**config.mk**
```make
export PLATFORM = sky130hd
export DESIGN_NAME = instr_fetch
export DESIGN_NICKNAME = d
export VERILOG_FILES = /design/src/rtl/instr_fetch.sv
export SDC_FILE = /design/constraint.sdc
export NUM_CORES = 1
export LEC_CHECK = 0
export CORE_UTILIZATION = 52
export DETAILED_ROUTE_END_ITERATION = 8
export PLACE_DENSITY = 0.86
export SLEW_MARGIN = 20
export SYNTH_ARGS = -nofsm -noshare
export SYNTH_HDL_FRONTEND = slang
export SYNTH_SLANG_ARGS = --single-unit
```
**constraint.sdc**
```tcl
create_clock -name clk -period 7.48 [get_ports clk]
set_input_delay 1.496 -clock clk [delete_from_list [all_inputs] [get_ports clk]]
set_output_delay 1.496 -clock clk [all_outputs]
set_load 0.01 [all_outputs]
```
**src/rtl/instr_fetch.sv**
```systemverilog
// Fetch-stage requester for instr_mem: issues sequential fetch addresses, captures
// the one-cycle-late instruction into a skid FIFO and hands {pc, instr} to decode.
module instr_fetch #(
   parameter int unsigned     WORD      = 32,
   parameter int unsigned     INSTR_LEN = 32,
   parameter logic [WORD-1:0] RESET_PC  = '0,
   parameter int unsigned     BUF_DEPTH = 2
) (
   input  logic                 clk,
   input  logic                 rst,
   output logic [WORD-1:0]      imem_pc,
   input  logic [INSTR_LEN-1:0] imem_instr,
   input  logic                 br_taken,
   input  logic [WORD-1:0]      br_target,
   input  logic                 id_ready,
   output logic                 if_valid,
   output logic [INSTR_LEN-1:0] if_instr,
   output logic [WORD-1:0]      if_pc
);

   localparam int unsigned PTR_W = $clog2(BUF_DEPTH);
   localparam int unsigned CNT_W = PTR_W + 1;
   localparam int unsigned OCC_W = CNT_W + 1;

   logic [PTR_W-1:0]     rd_ptr;
   logic [PTR_W-1:0]     wr_ptr;
   logic [CNT_W-1:0]     count;
   logic                 inflight;
   logic [WORD-1:0]      inflight_pc;
   logic [WORD-1:0]      pc_buf    [BUF_DEPTH];
   logic [INSTR_LEN-1:0] instr_buf [BUF_DEPTH];

   logic                 deq_c;
   logic                 enq_c;
   logic                 issue_c;
   logic [OCC_W-1:0]     occ_c;
   logic [OCC_W-1:0]     limit_c;
   logic [WORD-1:0]      target_c;

   // Issue only if the word can land in the FIFO, counting the one already in flight.
   always_comb begin
      deq_c    = if_valid & id_ready;
      enq_c    = inflight & ~br_taken;
      occ_c    = OCC_W'(count) + OCC_W'(inflight);
      limit_c  = OCC_W'(BUF_DEPTH) + OCC_W'(deq_c);
      issue_c  = occ_c < limit_c;
      target_c = br_target & ~WORD'(3);
   end

   assign if_valid = (count != '0);
   assign if_instr = instr_buf[rd_ptr];
   assign if_pc    = pc_buf[rd_ptr];

   always_ff @(posedge clk) begin
      if (rst) begin
         imem_pc     <= RESET_PC;
         inflight    <= 1'b0;
         inflight_pc <= '0;
         count       <= '0;
         rd_ptr      <= '0;
         wr_ptr      <= '0;
         for (int i = 0; i < int'(BUF_DEPTH); i++) begin
            pc_buf[i]    <= '0;
            instr_buf[i] <= '0;
         end
      end else if (br_taken) begin
         // Redirect drops everything buffered or returning; a same-cycle handshake already belongs to decode.
         imem_pc  <= target_c;
         inflight <= 1'b0;
         count    <= '0;
         rd_ptr   <= '0;
         wr_ptr   <= '0;
      end else begin
         if (issue_c) begin
            imem_pc     <= imem_pc + WORD'(4);
            inflight    <= 1'b1;
            inflight_pc <= imem_pc;
         end else begin
            inflight <= 1'b0;
         end
         if (enq_c) begin
            pc_buf[wr_ptr]    <= inflight_pc;
            instr_buf[wr_ptr] <= imem_instr;
            wr_ptr            <= wr_ptr + PTR_W'(1);
         end
         if (deq_c) begin
            rd_ptr <= rd_ptr + PTR_W'(1);
         end
         count <= count + CNT_W'(enq_c) - CNT_W'(deq_c);
      end
   end

endmodule
```
# After elaboration in Yosys (flattened, before gate mapping)
# Memory sizes are Yosys's and may differ from the RTL's. A register that Yosys moved wholly into a read port is not among the register bits.
# Index checks and enable logic that the tools add are counted.
totals:
  ff_bits: 69
  ram_bits: 128
  elab_cells: 45
  n_memories: 2
op_classes:
  addsub: 7
  n_lt_le_gt_ge: 1
  n_mux: 19
  bitwise_logic: 3
  n_reduce_logical: 6
memory_table:
  columns: ["memory", "words", "width", "rd", "rd_clocked_by_memory_dff", "wr", "line", "text"]
  rows:
  - ["instr_buf", 2, 32, 1, 1, 2, "31", "logic [INSTR_LEN-1:0] instr_buf [BUF_DEPTH];"]
  - ["pc_buf", 2, 32, 1, 1, 2, "30", "logic [WORD-1:0] pc_buf [BUF_DEPTH];"]
ops:
  columns: ["cell", "count"]
  rows:
  - ["32-bit two-way mux", 4]
  - ["32-bit OR reduction", 2]
  - ["32-bit by 3-bit adder with 32-bit output (second input constant)", 1]
  - ["1-bit two-way mux", 15]
  - ["2-bit nonzero test", 2]
  - ["2-bit by 1-bit adder with 3-bit output", 1]
  - ["2-bit by 1-bit adder with 3-bit output (first input constant)", 1]
  - ["3-bit less-than comparator", 1]
  - ["1-bit adder (second input constant)", 2]
  - ["2-bit by 1-bit adder with 2-bit output", 1]
  - ["1-bit bitwise AND", 2]
  - ["2-bit AND reduction", 1]
  - ["2-bit OR reduction", 1]
  - ["2-bit by 1-bit subtractor with 2-bit output", 1]
  - ["1-bit NOT", 1]

# Longest topological paths before layout
# Gate-level depths: netlist of run 1.
logic_depth:
  depth_word: 8
  depth_mapped: 8

# Worst setup path after synthesis of run 1
# OpenSTA, ideal clock, no wires.
synth_path:
  path_type: "input port to flip-flop"
  from: "input br_taken"
  to: "memory instr_buf[0][0] (enable)"
  setup_time_ns: 0.568
  arrival_time_ns: 6.015
  setup_slack_ns: 0.898
  stages: 3
  path_buffers: 0
  cell_sequence: "inv_2 nand2_1 o21ai_0"
synth_rtl:
  columns: ["item", "line", "text"]
  rows:
  - ["start, declared", "13", "input logic br_taken,"]
  - ["end, declared", "31", null]

==> qor.yml, run 1 <==
yosysTopAreaCell: "edfxtp_1"
power_density_mw_per_mm2: 220
route.detailed.drc: 0
finalSetupTns_ps: 0
drv_cap: 0
n_antenna_cell: 0
cp_num_buf_inv: 2
status: "completed"
async_flop_share_pct: 0
crit_fanout: 62
final_util_pct: 68.3
wl_met3_um: 911
seq_power_share_pct: 50.5
grt_pass1_vias: 5611
syn_area_per_cell_um2: 12.4
syn_inst: 674
ir_worst_vdd_mv: 0.158
arrival_ps: 4590
power_frac_clock_pct: 40.3
cts-root-buf: "clkbuf_16"
ys_seq_area_share_pct: 60.2
r2r-start: "count[0]"
htree_levels: 4
wirelength_mm: 18.3
setup_viol: 0
port_buffers: 158
switchingPower_mw: 0.517
intPower_mw: 1.87
period_needed_ps: 4550
rows: 46
p_leak_nw: 4.07
synthFlopType: "edfxtp_1"
startpoint_type: "primary input"
num-nets-final: 890
synth_cell_type_count: 46
yosysWarnings: 0
clock_skew_ps: 7.20
power_frac_comb_pct: 9.2
grt-ovfl-total: 0
dieArea_mm2: 0.0166
worst_setup_path_end_kind: "register"
track_usage_pct: 22.6
max_freq_mhz: 220
cts.reportedPaths.clkPinSlew_ps: 60
wl_met1_mm: 7.52
ys_top_cells_by_area: "edfxtp_1 (44%), dfxtp_1 (16%), and2_1 (9.3%)"
swShare_pct: 21.7
drt-initial-drc-count: 334
critical_path.top_delay_family: "simple AND/OR/NAND/NOR gates"
worstPathCellList: "clkdlybuf4s50_1 -> inv_2 -> nand2_1 -> nor3b_2 -> or2_4"
wl_per_cell_um: 17.5
clk_latency_ps: 430
top_layer: "met4"
synth-seq-cells: 190
yosysTopAreaCellShare_pct: 44.4
grt_max_degree: 64
grt_first_pass_wirelength_mm: 28.5
hp-class: "register to register"
critPathRequiredTime_ps: 7520
die_w_um: 129
antenna_found_initial: 0
cts_tree: "done"
postCtsSetupBuffers: 0
initial_core_util_pct: 52.9
r2r_slack_ps: 4690
cts_sinks: 190
clock_path_buffers: 2
tightest_slew_ps: 1030
worst-path-stages: 5
firstDrtPassIters: 5
fin_crit_sh_pct: 60.8
crit_type: "primary input to register"
pin_count: 165
cp-startpoint: "br_taken"
hold_viol_final: 0
slew_headroom_pct: 30.9
cts_resized: 0
die_h_um: 129
dp_hpwl_mm: 11.6
cp-endpoint: "pc_buf[1][10]"
holdBufCountCts: 0
viasPerCell: 5.42
synth.cell_area_mm2: 0.00838
rsz0062_at_grt: "no"
vias: 5669
core_region_area_mm2: 0.0158
numCtsBuffers: 17
wl_met2_mm: 9.64
place_congestion: 0.805
ant_nets: 0
area.growth.synth_to_final_pct: 29.0
slowest_delay_ps: 800
final_layout_size_suffix_gt1_share_pct: 8.92
cp_slowest_cell: "or2_4"
slew_violations: 0
timing.rr.end: "inflight_pc[24]"
synth_edf_count: 124
ff2ff_path_depth: 7
-- cells in the mapped netlist (11+ instances only) --
cell / count
xor2_1: 21
edfxtp_1: 124
and2_1: 125
dfxtp_1: 66
nand2_1: 11
mux2_1: 43
mux2_2: 19
nand4_1: 16
a211oi_1: 18
nand3_1: 13
clkbuf_1: 36
mux2i_1: 31
nor2_1: 57
-- layout make-up --
type                       instances  area [µm²]
inverter                           8        30.0
sequential                       190        5050
clock inverter                    13         185
clock buffer                      19         454
timing repair buffer             166        1660
multi-input combinational        434        3160
tap                              216         270
fill                            1144        5020
-- routing by layer --
layer	vias up	global-route usage [%]
li1	2679	-
met5	-	0
met4	0	7.61
met2	191	40.7
met1	2772	26.7
met3	27	5.11
-- power groups by stage --
stage / clock, mW / sequential (mW) / combinational, mW
floorplan: 0 / 1.22 / 0.0974
global placement: 0 / 1.22 / 0.212
global route: 1.01 / 1.21 / 0.236
CTS: 0.972 / 1.20 / 0.218
finish: 0.961 / 1.20 / 0.219
detailed placement: 0 / 1.22 / 0.216
-- metrics by stage --
stage,cells,power (mW),instance area [µm²],hold slack [ps],setup slack [ps]
floorplan,677,1.32,8390,466,898
global placement,1013,1.43,10100,479,2410
detailed placement,1013,1.44,10100,494,2280
CTS,1045,2.39,10800,512,2710
global route,1046,2.45,10800,532,2800
finish,1046,2.38,10800,506,2930
-- registers in the layout (all words and copies together), names as in the netlist, named ones only --
| register | flops |
|---|---|
| instr_buf | 64 |
| pc_buf | 60 |
| imem_pc | 30 |
| inflight_pc | 30 |
| count | 2 |
| inflight | 1 |
| rd_ptr | 1 |
| wr_ptr | 1 |
-- worst reg2reg max path, cell delays in order, from the launching register on --
cell	delay [ps]
dfxtp_1	340
ha_1	210
ha_1	290
o21a_1	180
nor3_2	800
buf_4	530
mux2i_1	260
nor2_1	60
-- layout by cell type (no fill, tap or decap), types with 2 or more instances in the layout --
| cell type | n |
|---|---|
| a211oi_1 | 18 |
| a21oi_1 | 5 |
| a311oi_1 | 4 |
| and2_1 | 125 |
| and3_1 | 3 |
| buf_4 | 7 |
| bufinv_16 | 4 |
| clkbuf_16 | 18 |
| clkdlybuf4s50_1 | 157 |
| clkinv_4 | 2 |
| clkinvlp_4 | 4 |
| conb_1 | 4 |
| dfxtp_1 | 65 |
| edfxtp_1 | 124 |
| ha_1 | 5 |
| inv_1 | 6 |
| inv_2 | 2 |
| mux2_1 | 43 |
| mux2_2 | 19 |
| mux2i_1 | 31 |
| nand2_1 | 11 |
| nand3_1 | 13 |
| nand3_2 | 2 |
| nand4_1 | 16 |
| nand4b_1 | 4 |
| nor2_1 | 57 |
| nor3_1 | 8 |
| nor3_2 | 2 |
| nor3b_1 | 2 |
| o21a_1 | 3 |
| o21ai_0 | 7 |
| o21ai_1 | 3 |
| o22ai_1 | 2 |
| or3_1 | 3 |
| xnor2_1 | 8 |
| xor2_1 | 21 |
-- worst min-delay path by stage --
stage	start	end	slack (ps)	depth (start not counted)
floorplan	inflight_pc[10]	inflight_pc[10]	470	2
global placement	inflight_pc[3]	inflight_pc[3]	480	2
detailed placement	inflight_pc[31]	inflight_pc[31]	490	2
CTS	inflight_pc[8]	inflight_pc[8]	510	2
global route	inflight_pc[3]	inflight_pc[3]	530	2
finish	inflight_pc[3]	inflight_pc[3]	510	2
-- logic make-up (layout without fill, tap and decap cells) --
family	count (synthesis)	in the layout	share of synthesized area, %
muxes	93	93	12.0
adders and majority gates	5	5	0.747
buffers and inverters	53	206	2.61
other	1	4	0.0448
xor gates and xnor gates	29	29	3.03
and+or+nand+nor	257	257	17.6
DFF	190	190	60.2
AOI/OAI and AO/OA	46	46	3.73
Power figures use the tool's default switching activity.
==> inputs of run 2 (changes only) <==
==> constraint.sdc (replaced) <==
create_clock -name clk -period 4.2 [get_ports clk]
set_input_delay 0.84 -clock clk [delete_from_list [all_inputs] [get_ports clk]]
set_output_delay 0.84 -clock clk [all_outputs]
set_load 0.01 [all_outputs]
==> run 2 against run 1 <==
Effect of this change:
- power rose by 71%
- critical path depth fell by 2
- die area did not move
- critical path type is now register to primary output
- largest cell class unchanged
==> qor.yml, run 2 (synthesis results as in run 1) <==
power_density_mw_per_mm2: 378  # was 220 mW/mm²
dp_hpwl_mm: 12.4  # was 11.6 mm
wl_per_cell_um: 17.8  # was 17.5 µm
route.detailed.drc: 0  # unchanged
vias: 5701  # was 5669
regArea_mm2: 0.00505  # about the same
largest_reg_flops: 64  # unchanged
startpoint_type: "register"  # was primary input
fin_crit_sh_pct: 76.3
status: "completed"  # unchanged
cts_tree: "done"  # unchanged
ant_nets: 0  # unchanged
die_h_um: 129  # unchanged
worst_setup_path_end_kind: "primary output"  # was register
ff2ff_path_depth: 6  # was 7
fin_cells: 1053  # was 1046
grt_max_degree: 63  # was 64
multi_input_area_mm2: 0.00315  # was 0.00316 mm²
hold_viol_final: 0  # unchanged
grt-ovfl-total: 0  # unchanged
cts_sinks: 190  # unchanged
timing.rr.end: "imem_pc[25]"  # was inflight_pc[24]
clock_skew_ps: 8.86  # was 7.20 ps
final_cell_mix: "clkdlybuf4s50_1 (157), and2_1 (125), edfxtp_1 (124)"  # unchanged
slew_headroom_pct: 41.1  # was 30.9%
num-nets-final: 897  # was 890
rows: 46  # unchanged
finalSetupTns_ps: 0  # unchanged
slew_violations: 0  # unchanged
grt_pass1_vias: 5761  # was 5611
core_region_area_mm2: 0.0158  # unchanged
nFillCells: 1125  # was 1144
crit_type: "register to primary output"  # was primary input to register
clock_path_buffers: 2  # unchanged
rsz0062_at_grt: "no"  # unchanged
numCtsBuffers: 17  # unchanged
tightest_slew_ps: 879  # was 1030 ps
arrival_ps: 2360  # was 4590 ps
initial_core_util_pct: 52.9  # unchanged
cts.reportedPaths.clkPinSlew_ps: 60  # about the same
grt_first_pass_wirelength_mm: 29.2  # was 28.5 mm
r2r-start: "count[0]"  # unchanged
n_antenna_cell: 0  # unchanged
clk_latency_ps: 430  # about the same
antenna_found_initial: 0  # unchanged
reg.largest.list: "instr_buf: 64 flops, pc_buf: 60 flops"  # unchanged
final_layout_size_suffix_gt1_share_pct: 9.68  # was 8.92%
crit_fanout: 44  # was 62
postCtsSetupBuffers: 0  # unchanged
firstDrtPassIters: 5  # unchanged
setup_viol: 0  # unchanged
cts_resized: 0  # unchanged
viasPerCell: 5.41  # was 5.42
dieArea_mm2: 0.0166  # unchanged
die_w_um: 129  # unchanged
cp-endpoint: "if_pc[17]"  # was pc_buf[1][10]
hp-class: "register to register"  # unchanged
area.growth.synth_to_final_pct: 28.8  # was 29.0%
port_buffers: 158  # unchanged
p_leak_nw: 4.09  # was 4.07 nW
max_freq_mhz: 312
drt-initial-drc-count: 389  # was 334
holdBufCountCts: 0  # unchanged
whs_ps: 501  # was 506 ps
r2r_slack_ps: 1670  # was 4690 ps
pin_count: 165  # unchanged
place_congestion: 0.778  # was 0.805
critPathRequiredTime_ps: 3360  # was 7520 ps
htree_levels: 4  # unchanged
track_usage_pct: 23.3  # was 22.6%
final_common_cell: "clkdlybuf4s50_1"  # unchanged
dp_cells: 1021  # was 1013
cts-root-buf: "clkbuf_16"  # unchanged
ir_worst_vdd_mv: 0.327  # was 0.158 mV
top_register: "instr_buf"  # unchanged
drv_cap: 0  # unchanged
wirelength_mm: 18.7  # was 18.3 mm
period_needed_ps: 3200
-- run 2: critical path, cell delays in order (launching register included) --
cell	delay (ps)
dfxtp_2	700
buf_12	330
mux2_2	380
clkdlybuf4s50_1	490
-- run 2: how the worst min path moves through the flow --
stage | end | from | slack [ps] | cells after the start
after global placement | inflight_pc[2] | inflight_pc[2] | 480 | 2
after global routing | inflight_pc[20] | inflight_pc[20] | 550 | 2
after floorplan | inflight_pc[10] | inflight_pc[10] | 470 | 2
final | inflight_pc[7] | inflight_pc[7] | 500 | 2
after CTS | inflight_pc[7] | inflight_pc[7] | 510 | 2
after detailed placement | inflight_pc[7] | inflight_pc[7] | 500 | 2
-- run 2: metal layers --
layer | share of wire, % | global-route usage (%)
met1 | 41 | 26.7
met2 | 51 | 42.2
met3 | 5.4 | 4.70
met4 | 2.3 | 9.97
met5 | 0 | 0
-- run 2: layout make-up --
| class | instances | share of cell area [%] |
|---|---|---|
| tap | 216 | 2.50 |
| multi-input combinational | 434 | 29.2 |
| clock buffer | 25 | 4.93 |
| timing repair buffer | 173 | 15.9 |
| inverter | 8 | 0.278 |
| sequential | 190 | 46.7 |
| clock inverter | 7 | 0.464 |
-- run 2: per-stage QoR --
step	power, mW	cell area, µm²	util, %	worst slack (ps)
after floorplan	2.34	8390	-	756
after global placement	2.56	10200	64.5	1060
after detailed placement	2.58	10200	64.5	977
after CTS	4.10	10800	68.2	979
after global routing	4.21	10800	68.2	912
final	4.08	10800	68.2	997
-- run 2: power by group --
part / internal [mW] / total, mW / switching [mW]
sequential: 2.08 / 2.14 / 0.0620
combinational: 0.217 / 0.397 / 0.180
clock: 0.885 / 1.55 / 0.664
total: 3.18 / 4.08 / 0.906
==> inputs of run 3 (changes only) <==
--- a/config.mk
+++ b/config.mk
@@ -5,9 +5,9 @@
 export SDC_FILE = /design/constraint.sdc
 export NUM_CORES = 1
 export LEC_CHECK = 0
-export CORE_UTILIZATION = 52
+export CORE_UTILIZATION = 47
 export DETAILED_ROUTE_END_ITERATION = 8
-export PLACE_DENSITY = 0.86
+export PLACE_DENSITY = 0.83
 export SLEW_MARGIN = 20
 export SYNTH_ARGS = -nofsm -noshare
 export SYNTH_HDL_FRONTEND = slang
==> constraint.sdc (replaced) <==
create_clock -name clk -period 2.9 [get_ports clk]
set_input_delay 0.58 -clock clk [delete_from_list [all_inputs] [get_ports clk]]
set_output_delay 0.58 -clock clk [all_outputs]
set_load 0.01 [all_outputs]
==> run 3 against run 2 <==
Effect of this change:
- register-to-register slack worse by 1000 ps
- highest routed layer unchanged
- critical endpoint is now if_instr[31]
- sequential cell count unchanged
- core utilization down 5.4 points
- worst setup slack worse by 740 ps
- count of clock-buffer cells in the layout unchanged
- wire length down 2.4%
- sequential power up 44%
- hold slack better by 7.8 ps
- die area up 10%
- critical path type unchanged
- cell area up 0.90%
==> qor.yml, run 3 (synthesis results as in run 1) <==
ant_nets: 0  # unchanged
clk_latency_ps: 430  # about the same
tightest_slew_ps: 573  # was 879 ps
grt_pass1_vias: 5539  # was 5761
power_density_mw_per_mm2: 548  # was 378 mW/mm²
vias: 5557  # was 5701
reg.largest.list: "instr_buf: 64 flops, pc_buf: 60 flops"  # unchanged
ir_worst_vdd_mv: 0.409  # was 0.327 mV
place_congestion: 0.792  # was 0.778
crit_type: "register to primary output"  # unchanged
hp-class: "register to register"  # unchanged
top_register: "instr_buf"  # unchanged
cts_tree: "done"  # unchanged
core_region_area_mm2: 0.0174  # was 0.0158 mm²
wirelength_mm: 18.3  # was 18.7 mm
p_leak_nw: 4.13  # was 4.09 nW
final_common_cell: "clkdlybuf4s50_1"  # unchanged
crit_fanout: 24  # was 44
setup_viol: 0  # unchanged
route.detailed.drc: 0  # unchanged
max_freq_mhz: 378
final_area_mm2: 0.0109  # was 0.0108 mm²
dp_slack_ps: 273  # was 977 ps
cts_sinks: 190  # unchanged
multi_input_area_mm2: 0.00316  # was 0.00315 mm²
drv_cap: 0  # unchanged
arrival_ps: 2060  # was 2360 ps
slew_violations: 0  # unchanged
largest_reg_flops: 64  # unchanged
met2_usage_pct: 36.1  # was 42.2%
min_from: "inflight_pc[5]"  # was inflight_pc[7]
ff2ff_path_depth: 6  # unchanged
clock_path_buffers: 2  # unchanged
grt-ovfl-total: 0  # unchanged
drt-initial-drc-count: 280  # was 389
status: "completed"  # unchanged
rsz0062_at_grt: "no"  # unchanged
n_antenna_cell: 0  # unchanged
initial_core_util_pct: 48.3  # was 52.9%
htree_levels: 4  # unchanged
area.growth.synth_to_final_pct: 30.0  # was 28.8%
grt_max_degree: 63  # unchanged
wl_per_cell_um: 17.2  # was 17.8 µm
final_util_pct: 62.8  # was 68.2%
final_layout_size_suffix_gt1_share_pct: 10.1  # was 9.68%
period_needed_ps: 2640
startpoint_type: "register"  # unchanged
die_w_um: 136  # was 129 µm
holdBufCountCts: 0  # unchanged
gr-usage-met1_pct: 25.7  # was 26.7%
use_met3_pct: 5.13  # was 4.70%
antenna_found_initial: 0  # unchanged
cp-endpoint: "if_instr[31]"  # was if_pc[17]
cts-root-buf: "clkbuf_16"  # unchanged
final_cell_mix: "clkdlybuf4s50_1 (157), and2_1 (125), edfxtp_1 (124)"  # unchanged
worst_setup_path_end_kind: "primary output"  # unchanged
dpl_cell_area_mm2: 0.0103  # was 0.0102 mm²
nFillCells: 1373  # was 1125
timing.rr.end: "imem_pc[25]"  # unchanged
slew_headroom_pct: 61.8  # was 41.1%
dp_hpwl_mm: 12.2  # was 12.4 mm
track_usage_pct: 20.9  # was 23.3%
pin_count: 165  # unchanged
r2r-start: "imem_pc[10]"  # was count[0]
rows: 48  # was 46
postCtsSetupBuffers: 0  # unchanged
clock_skew_ps: 7.48  # was 8.86 ps
dieArea_mm2: 0.0184  # was 0.0166 mm²
fin_crit_sh_pct: 91.1
finalPower_mw: 5.97  # was 4.08 mW
r2r_slack_ps: 620  # was 1670 ps
cts_resized: 0  # unchanged
critPathRequiredTime_ps: 2320  # was 3360 ps
grt_first_pass_wirelength_mm: 28.8  # was 29.2 mm
num-nets-final: 901  # was 897
numCtsBuffers: 17  # unchanged
hold_viol_final: 0  # unchanged
viasPerCell: 5.21  # was 5.41
regArea_mm2: 0.00505  # about the same
top_usage_layer: "met2"  # unchanged
finalSetupTns_ps: 0  # unchanged
cts.reportedPaths.clkPinSlew_ps: 60  # about the same
port_buffers: 158  # unchanged
die_h_um: 136  # was 129 µm
finalWorstSetupSlack_ps: 257  # was 997 ps
firstDrtPassIters: 4  # was 5
run 3: per-stage QoR:
step           instances  hold slack, ps
2_1_floorplan        677             466
3_3_place_gp        1034             479
3_5_place_dp        1034             492
4_1_cts             1066             511
5_1_grt             1066             551
6_report            1066             509
run 3: layout make-up:
class	instances	share of cell area, %
Sequential cell	190	46.3
Multi-Input combinational cell	434	29.0
Timing Repair Buffer	177	16.4
Clock buffer	25	5.04
Tap cell	225	2.58
Clock inverter	7	0.425
Inverter	8	0.276
run 3: worst max-delay path, stage by stage, from the launching register on:
cell	delay, ps
dfxtp_4	550
buf_12	230
mux2_2	350
clkdlybuf4s50_1	500
run 3: power breakdown:
part / internal [mW] / switching, mW
clock: 1.32 / 0.978
sequential: 3.00 / 0.0894
combinational: 0.319 / 0.257
run 3: layer usage:
layer  vias to the layer above  share of wire [%]
met5                         -                  0
met4                         0                1.3
met3                        17                5.4
met2                       151                 50
met1                      2686                 43
li1                       2703                  -
run 3: how the worst min path moves through the flow:
stage / to / slack, ps / cells past startpoint
finish: inflight_pc[5] / 510 / 2
global placement: inflight_pc[5] / 480 / 2
global route: inflight_pc[27] / 550 / 2
CTS: inflight_pc[6] / 510 / 2
detailed placement: inflight_pc[6] / 490 / 2
floorplan: inflight_pc[10] / 470 / 2
